### config.mk
export PLATFORM = sky130hd
export DESIGN_NAME = lsu_byte
export DESIGN_NICKNAME = d
export VERILOG_FILES = /design/src/rtl/lsu_byte.sv
export SDC_FILE = /design/constraint.sdc
export NUM_CORES = 1
export LEC_CHECK = 0
export CORE_MARGIN = 1.5
export CORE_UTILIZATION = 40
export CTS_BUF_LIST = sky130_fd_sc_hd__clkbuf_16
export DETAILED_ROUTE_END_ITERATION = 8
export PLACE_DENSITY = 0.81
export RECOVER_POWER = 100
export SLEW_MARGIN = 40
export SYNTH_ARGS = -nofsm -noshare
export SYNTH_HDL_FRONTEND = slang
export SYNTH_SLANG_ARGS = --single-unit
### constraint.sdc
create_clock -name clk -period 2.6 [get_ports clk]
set_clock_uncertainty 0.15 [all_clocks]
set_input_delay 0.52 -clock clk [delete_from_list [all_inputs] [get_ports clk]]
set_output_delay 0.52 -clock clk [all_outputs]
set_load 0.01 [all_outputs]
### src/rtl/lsu_byte.sv
// Load/store unit: initiator side of a byte-masked synchronous data-memory port.
// One op in flight; loads are lane-extracted and sign/zero-extended in RESP.
module lsu_byte (
  input  logic        clk,
  input  logic        reset,
  input  logic        req_valid,
  output logic        req_ready,
  input  logic        req_we,
  input  logic [2:0]  req_funct3,
  input  logic [31:0] req_addr,
  input  logic [31:0] req_wdata,
  output logic        rsp_valid,
  output logic [31:0] rsp_rdata,
  output logic        rsp_err,
  output logic [31:0] mem_a,
  output logic        mem_we,
  output logic [31:0] mem_wd,
  output logic [3:0]  mem_wm,
  input  logic [31:0] mem_rd
);

  localparam int unsigned DW = 32;
  localparam int unsigned MW = 4;

  localparam logic [1:0] IDLE   = 2'd0;
  localparam logic [1:0] ACCESS = 2'd1;
  localparam logic [1:0] RESP   = 2'd2;

  localparam logic [2:0] F3_B  = 3'b000;
  localparam logic [2:0] F3_H  = 3'b001;
  localparam logic [2:0] F3_W  = 3'b010;
  localparam logic [2:0] F3_BU = 3'b100;
  localparam logic [2:0] F3_HU = 3'b101;

  logic [1:0]    state;
  logic [1:0]    state_next;
  logic [DW-1:0] addr_q;
  logic [DW-1:0] wdata_q;
  logic [2:0]    funct3_q;
  logic          we_q;
  logic          err_q;

  logic          req_err;
  logic          take;
  logic [DW-1:0] lane_shift;
  logic [7:0]    rd_byte;
  logic [15:0]   rd_half;
  logic [DW-1:0] load_data;

  // Request legality, judged from the live request while idle.
  always_comb begin
    req_err = 1'b0;
    if (req_funct3 == 3'b011 || req_funct3 == 3'b110 || req_funct3 == 3'b111)
      req_err = 1'b1;
    if (req_we && (req_funct3 == F3_BU || req_funct3 == F3_HU))
      req_err = 1'b1;
    if (req_funct3[1:0] == 2'b01 && req_addr[0])
      req_err = 1'b1;
    if (req_funct3 == F3_W && req_addr[1:0] != 2'b00)
      req_err = 1'b1;
  end

  assign take = (state == IDLE) && req_valid;

  always_ff @(posedge clk) begin
    if (reset) begin
      state    <= IDLE;
      addr_q   <= '0;
      wdata_q  <= '0;
      funct3_q <= '0;
      we_q     <= 1'b0;
      err_q    <= 1'b0;
    end else begin
      state <= state_next;
      if (take) begin
        addr_q   <= req_addr;
        wdata_q  <= req_wdata;
        funct3_q <= req_funct3;
        we_q     <= req_we;
        err_q    <= req_err;
      end
    end
  end

  // Illegal ops skip the memory access and respond straight away.
  always_comb begin
    state_next = state;
    case (state)
      IDLE:    if (req_valid) state_next = req_err ? RESP : ACCESS;
      ACCESS:  state_next = RESP;
      RESP:    state_next = IDLE;
      default: state_next = IDLE;
    endcase
  end

  // Load lane extraction from the registered read word.
  always_comb begin
    lane_shift = mem_rd >> {addr_q[1:0], 3'b000};
    rd_byte    = lane_shift[7:0];
    rd_half    = addr_q[1] ? mem_rd[31:16] : mem_rd[15:0];
    case (funct3_q)
      F3_B:    load_data = {{24{rd_byte[7]}}, rd_byte};
      F3_BU:   load_data = {24'd0, rd_byte};
      F3_H:    load_data = {{16{rd_half[15]}}, rd_half};
      F3_HU:   load_data = {16'd0, rd_half};
      F3_W:    load_data = mem_rd;
      default: load_data = '0;
    endcase
  end

  // All outputs decode from registered state; reset forces them quiet.
  always_comb begin
    req_ready = 1'b0;
    rsp_valid = 1'b0;
    rsp_err   = 1'b0;
    rsp_rdata = '0;
    mem_a     = '0;
    mem_we    = 1'b0;
    mem_wd    = '0;
    mem_wm    = MW'(0);
    if (!reset) begin
      req_ready = (state == IDLE);
      mem_a     = addr_q;
      mem_we    = we_q && !err_q && (state == ACCESS);
      case (funct3_q)
        F3_B:    mem_wd = {4{wdata_q[7:0]}};
        F3_H:    mem_wd = {2{wdata_q[15:0]}};
        default: mem_wd = wdata_q;
      endcase
      if (state == ACCESS && we_q && !err_q) begin
        case (funct3_q)
          F3_B:    mem_wm = 4'b0001 << addr_q[1:0];
          F3_H:    mem_wm = addr_q[1] ? 4'b1100 : 4'b0011;
          F3_W:    mem_wm = 4'b1111;
          default: mem_wm = 4'b0000;
        endcase
      end
      if (state == RESP) begin
        rsp_valid = 1'b1;
        rsp_err   = err_q;
        if (!we_q && !err_q) rsp_rdata = load_data;
      end
    end
  end

endmodule
==> summary.md, run 1 <==
| Metric | Value |
|---|---|
| HP Class | `reg -> reg` |
| Dominant cells by area after synthesis | `dfxtp_1 36%, nand2_1 19%, a21oi_1 16%` |
| R2R depth | `5` |
| # DRC | `0` |
| Port Buffers | `206` |
| Reg-to-reg endpoint | `funct3_q[0]` |
| CTS tree | `built` |
| Initial DRC Count | `around 280` |
| Min Clock Period, post-route | `between 2000 and 3000 ps` |
| Result of the run | `finished, final reports clean` |
| Clock sink total | `just over 70` |
| Worst reg2reg setup slack | `590 ps` |
| Final HPWL from detailed placement | `roughly 10,000 um` |
| Hold WS | `298.5 ps` |
| Drt pass-1 iters | `5` |
| Ports | `207` |
| Core region area | `between 9000 and 10,000 um^2` |
| Most frequent cell after synthesis | `nand2_1` |
| Ys async rst share | `0` |
| Via density | `slightly above 5` |
| Final wirelength | `14,780 um` |
| Fraction of layout cells with a size suffix above 1 | `0.1720` |
| Final setup violation count | `0` |
| Yosys reg bits | `71` |
| Synth Instances | `578` |
| Clock-pin slew on the worst setup and hold paths | `approximately 60 ps` |
| Kind of critical path | `reg -> out` |
| Die W | `between 100 and 150 um` |
| Critical path launch point type | `flop` |
| Post-route clock period utilization | `0.9877` |
| Post-Syn Nets | `681` |
| Nets | `just over 900` |
| Yosys cell types | `33` |
| Setup TNS | `0 ps` |
| Leading area contributor after synthesis | `dfxtp_1` |
| Leak | `between 2 and 3 nW` |
| Max_slew headroom | `0.4717` |
| Critical Path RT | `around 1900 ps` |
| FP Rows | `36` |
| Worst vdd ir | `0.4676 mV` |
| Clock Path Buffers | `2` |
| Crit. End Element | `output port` |
| End of the critical path | `rsp_rdata[27]` |
| Area growth from synthesis to layout | `73.01%` |
| H-tree depth | `3` |
| RePlAce Congestion | `0.9036` |
| First-pass GRT wire length | `roughly 22,000 um` |
| Crit path launch | `funct3_q[0]` |
| WL per Instance | `around 16 um` |
| Max frequency | `slightly below 0.4 GHz` |
| Largest net degree at the start of global routing | `74` |
| Most frequent cells after synthesis | `201 x nand2_1, 128 x a21oi_1, 71 x dfxtp_1` |
| Power density cells | `around 500 nW/um^2` |
| Initial Util | `0.4079` |
| Final Hold Violating Endpoints | `0` |
| Top FF cell, synth | `dfxtp_1` |
| Post-DRT Antenna Nets | `0` |
| CP arrival | `between 1500 and 2000 ps` |
| Sequential area share after synthesis | `0.3598` |
| Initial antenna violation count | `1` |
| MaxCap Viol Count | `0` |
| Die footprint | `roughly 10,000 um^2` |
| Mean Syn Cell Area | `just under 7 um^2` |
| Total GRT Usage | `0.2694` |
| Final Slew Violations | `0` |
| Worst-skew pair later-pin latency | `roughly 320 ps` |
| Post-synth top area share | `0.3598` |
| Number of global-route vias before repair | `around 4,700` |
| Die Height | `102.4 um` |
| Worst Max-Slew Pin Slew | `792.5 ps` |
| Worst reg2reg startpoint | `state[0]` |
| Num CTS Buffers | `9` |
| CTS root buffer | `clkbuf_16` |
| Global route total overflow | `0` |
| Post-synth EDFFs | `0` |
| DR vias | `4,908` |
| Post-Syn Area | `3950 um^2` |
| YS warnings | `0` |
| Critical-path maximum fanout | `6` |
how the worst min path moves through the flow:
stage / startpoint / end / slack, ps / depth (start not counted)
after global placement: addr_q[24] / addr_q[24] / 290 / 2
after CTS: addr_q[15] / addr_q[15] / 300 / 2
after floorplan: addr_q[10] / addr_q[10] / 280 / 2
after detailed placement: addr_q[15] / addr_q[15] / 290 / 2
after global routing: state[1] / state[1] / 330 / 1
final: addr_q[15] / addr_q[15] / 300 / 2
what timing repair did:
item / CTS / global route
resized for setup: 164 / 35
hold buffers: 0 / 0
cloned: 1 / 1
pin swaps: 5 / 4
setup buffers: 9 / 7
endpoints found under the setup margin: 61 / 39
critical path: stages, from the launching register on:
cell,delay [ps]
dfxtp_4,360
or2_4,270
nor3_4,220
buf_6,130
a31oi_4,30
buf_6,140
buf_6,120
a21oi_1,140
buf_2,160
cells in the final DEF, fill, tap and decap left out, types with 5 or more instances in the layout:
cell type	netlist	final
buf_6	3	7
a21oi_2	0	10
mux2i_1	17	16
dfxtp_4	0	5
nor2_1	20	19
buf_2	14	24
clkdlybuf4s50_1	0	98
a21oi_1	128	117
a22o_1	6	6
dlygate4sd2_1	0	28
dfxtp_1	71	64
clkbuf_1	25	6
buf_12	0	7
o22ai_1	6	6
a211oi_1	10	10
nor2b_1	39	39
clkbuf_2	0	5
nand2b_1	8	6
clkbuf_16	0	9
nand2_1	201	199
dlygate4sd3_1	0	44
buf_4	2	40
state kept, by name, summed over array words and instances, names as in the netlist:
name	count
addr_q	32
wdata_q	32
funct3_q	3
state	2
err_q	1
we_q	1
kinds of logic (layout without fill, tap and decap cells):
logic type / after synthesis / after routing / share of synthesized area
simple gates: 282 / 282 / 0.3111
other cells: 0 / 1 / 0
buf+inv: 49 / 285 / 0.05860
flops: 71 / 71 / 0.3598
mux: 18 / 18 / 0.04593
compound gates: 158 / 158 / 0.2246
metal layers:
metal | vias to the layer above | GRT usage | routed length (um)
li1 | 2397 | - | -
met1 | 2238 | 0.3027 | 5785
met2 | 238 | 0.4773 | 7272
met3 | 35 | 0.07729 | 1355
met4 | 0 | 0.1106 | 369
met5 | - | 0 | 0
power by group:
part           switching, mW  total (mW)  leakage (nW)  internal, mW
Clock                  0.460        1.20         0.148         0.743
Sequential            0.0579        1.22         0.588          1.16
Combinational          0.446       0.917          2.15         0.471
stage by stage:
stage               total power [mW]  worst slack, ps  cells  utilization  instance area [um^2]
finish                         3.339            31.86    948       0.7057                  6834
floorplan                      1.626            461.4    578            -                  3950
detailed placement             2.073           -703.2    915       0.6572                  6365
global route                   3.506           -47.05    948       0.7057                  6834
global placement               2.054           -613.1    915       0.6572                  6365
CTS                            3.348            1.714    941       0.6988                  6768
final cells by class:
| class | count | area (um^2) |
|---|---|---|
| clock inverters | 7 | 70.07 |
| fillers | 824 | 2850 |
| inverters | 3 | 15.01 |
| repair buffers | 266 | 2446 |
| well taps | 133 | 166.4 |
| diodes | 1 | 2.502 |
| flip-flops and latches | 71 | 1443 |
| clock buffers | 9 | 225.2 |
| multi-input cells | 458 | 2466 |
Power figures use the tool's default switching activity.
==> inputs of run 2 (changes only) <==
Settings changed: CTS_CLUSTER_DIAMETER set to 200.
==> results of run 2 <==
Final layout, timing and power as in run 1 (identical DEF).
==> inputs of run 3 (changes only) <==
Settings changed: CORE_MARGIN 1.5 to unset, CTS_CLUSTER_DIAMETER 200 to 100.
==> run 3 against run 2 <==
Net effect:
- the run now ends with setup timing left
- worst hold slack improved by 1.4 ps
- fmax fell by 1.3%
- total power fell by 1.6%
- cell count fell by 0.95%
- global-route usage rose by 0.64 points
- critical endpoint is now rsp_rdata[13]
- clock power barely moved
- die area fell by 1.9%
==> summary.md, run 3 (synthesized netlist as in run 1, its figures left out) <==
| Metric | Value |
|---|---|
| Result of the run | `complete, but fails checks` |
| Violated checks | `setup timing` |
| Die Height | `101.4 um (-0.98%)` |
| Min Clock Period, post-route | `2603 ps (+34.54 ps)` |
| Post-route clock period utilization | `1.001 (+0.01328)` |
| HP Class | `reg -> reg` |
| CP arrival | `1930 ps (+30 ps)` |
| Via density | `5.223 (+0.88%)` |
| RSZ-0062 raised after global routing | `yes` |
| Reg power frac | `0.370 (+0.005)` |
| Clock sink total | `71 (unchanged)` |
| Most frequent cells in the layout | `198 x nand2_1, 138 x clkdlybuf4s50_1, 120 x a21oi_1` |
| Final HPWL from detailed placement | `10,490 um (about the same)` |
| MaxCap Viol Count | `0 (unchanged)` |
| Worst vdd ir | `0.5630 mV (+20%)` |
| Crit path max-delay cell type | `dfxtp_2` |
| Port Buffers | `206 (unchanged)` |
| Post-route setup slack | `-2.681 ps (-34.54 ps)` |
| Largest net degree at the start of global routing | `70 (-5.4%)` |
| H-tree depth | `3 (unchanged)` |
| Fillers | `752 (-8.7%)` |
| Final wirelength | `14,800 um (+0.12%)` |
| Final setup violation count | `1 (+1)` |
| Max_slew headroom | `0.5456 (+0.07387)` |
| Combinational power share | `0.269 (-0.006)` |
| Post-DRT Antenna Nets | `0 (unchanged)` |
| DR vias | `4,904 (-0.081%)` |
| Clock power share | `0.361 (about the same)` |
| Commonest non-fill, non-tap cell in the layout | `nand2_1` |
| Final Slew Violations | `0 (unchanged)` |
| Initial DRC Count | `209 (-26%)` |
| Largest registers | `addr_q (32), wdata_q (32), funct3_q (3)` |
| Clock-pin slew on the worst setup and hold paths | `60 ps (about the same)` |
| Final Non-Filler Cells | `939 (-0.95%)` |
| Worst Max-Slew Pin Slew | `680.0 ps (-112.5 ps)` |
| Drt pass-1 iters | `5 (unchanged)` |
| First-pass GRT wire length | `22,190 um (about the same)` |
| Critical path launch point type | `flop` |
| Placed Cells | `907 (-0.87%)` |
| Total GRT Usage | `0.2758 (+0.006378)` |
| Ports | `207 (unchanged)` |
| Cts hold-fix bufs | `0 (unchanged)` |
| Nets | `907 (-0.55%)` |
| Switching pwr | `946.1 uW (-1.9%)` |
| Max frequency | `0.3842 GHz (-1.3%)` |
| Die W | `101.4 um (-0.98%)` |
| Leak | `2.717 nW (-5.8%)` |
| CP max stage delay | `410 ps (+50 ps)` |
| Number of global-route vias before repair | `4,854 (+4.0%)` |
| CTS root buffer | `clkbuf_16` |
| Clock Path Buffers | `2 (unchanged)` |
| WL per Instance | `15.76 um (+1.1%)` |
| Kind of critical path | `reg -> out` |
| Worst-skew pair later-pin latency | `320 ps (about the same)` |
| Die footprint | `10,280 um^2 (-1.9%)` |
| Final Hold Violating Endpoints | `0 (unchanged)` |
| Initial antenna violation count | `1 (unchanged)` |
| Total Power | `3.286 mW (-1.6%)` |
| Critical-path maximum fanout | `6 (unchanged)` |
| # DRC | `0 (unchanged)` |
| Fraction of layout cells with a size suffix above 1 | `0.1520 (-0.01995)` |
| Num CTS Buffers | `9 (unchanged)` |
| Core region area | `9415 um^2 (-2.8%)` |
| Internal power | `2.340 mW (-1.5%)` |
| Global route total overflow | `0 (unchanged)` |
| Power density cells | `490.7 nW/um^2 (+0.44%)` |
| Crit. End Element | `output port` |
| RePlAce Congestion | `0.8867 (-1.9%)` |
| Critical-path cell list | `mux2i_2 -> nor3_4 -> a41oi_4 -> buf_4 -> a21oi_1 -> dlygate4sd2_1` |
| Switching part of the total power | `0.2879 (-0.0008574)` |
| Initial Util | `0.4195 (+0.01165)` |
| FP Rows | `35 (-2.8%)` |
| Area growth from synthesis to layout | `69.53%` |
| Critical Path RT | `1930 ps (about the same)` |
| CTS tree | `built` |
==> run 3: cell types whose count changed in the layout (fill, tap and decap cells not counted), sizes merged <==
cell	before	now
dlygate4sd2	28	27
clkinv	5	7
clkdlybuf4s50	98	138
clkdlybuf4s15	4	0
buf	80	53
dlygate4sd3	44	8
dlymetal6s4s	0	1
dlymetal6s2s	0	1
clkbuf	20	41
inv	4	2
==> run 3: repair_timing <==
| item | CTS | global route |
|---|---|---|
| gates resized for setup | 123 | 39 |
| pin swaps | 6 | 7 |
| endpoints found under the setup margin | 56 | 36 |
| gates cloned | 1 | 1 |
| buffers inserted | 9 | 6 |
==> run 3: path summary, 6_finish.rpt <==
path              start       endpoint  slack [ps]  depth (start not counted)
max           addr_q[1]  rsp_rdata[13]          -3                          6
max reg2reg    state[0]    wdata_q[16]         420                          5
min          addr_q[29]     addr_q[29]         300                          2
min reg2reg  addr_q[29]     addr_q[29]         300                          2
==> run 3: stage by stage <==
step | worst slack (ps) | hold slack, ps | setup TNS, ps | cell area, um^2 | utilization
floorplan | 461.4 | 281.8 | 0 | 3950 | -
global placement | -525.8 | 288.9 | -11700 | 6355 | 0.6750
detailed placement | -566.6 | 291.7 | -13230 | 6355 | 0.6750
CTS | -79.11 | 299.7 | -79.11 | 6771 | 0.7192
global route | -69.38 | 317.8 | -585.9 | 6696 | 0.7112
finish | -2.681 | 299.8 | -2.681 | 6696 | 0.7112
==> run 3: final cells by class <==
class	instances	area, um^2	share of cell area
well taps	129	161.4	0.02410
multi-input cells	458	2427	0.3625
inverters	3	12.51	0.001868
repair buffers	261	2366	0.3533
flip-flops and latches	71	1436	0.2145
diodes	1	2.502	0.0003737
clock buffers	9	225.2	0.03363
clock inverters	7	65.06	0.009716
==> run 3: worst max-delay path: cells and delay by family, from the launching register on <==
kind                   cells  cell delay, ps
AOI/OAI and AO/OA          2             350
buffers and inverters      2             460
DFF                        1             410
muxes                      1             320
and+or+nand+nor            1              80
==> run 3: power groups by stage <==
stage                     registers [mW]  logic [mW]  clock network, mW
after detailed placement            1.24       0.838                  0
after global routing                1.23       0.953               1.25
after floorplan                     1.22       0.410                  0
after CTS                           1.21       0.897               1.20
after global placement              1.23       0.822                  0
final                               1.22       0.883               1.19
==> run 3: layer usage <==
layer  GRT usage  vias up  routed length, um
li1            -     2382                  -
met3     0.08696       48               1454
met4      0.1427        0                594
met5           0        -                  0
met1      0.2853     2220               5427
met2      0.4997      254               7324
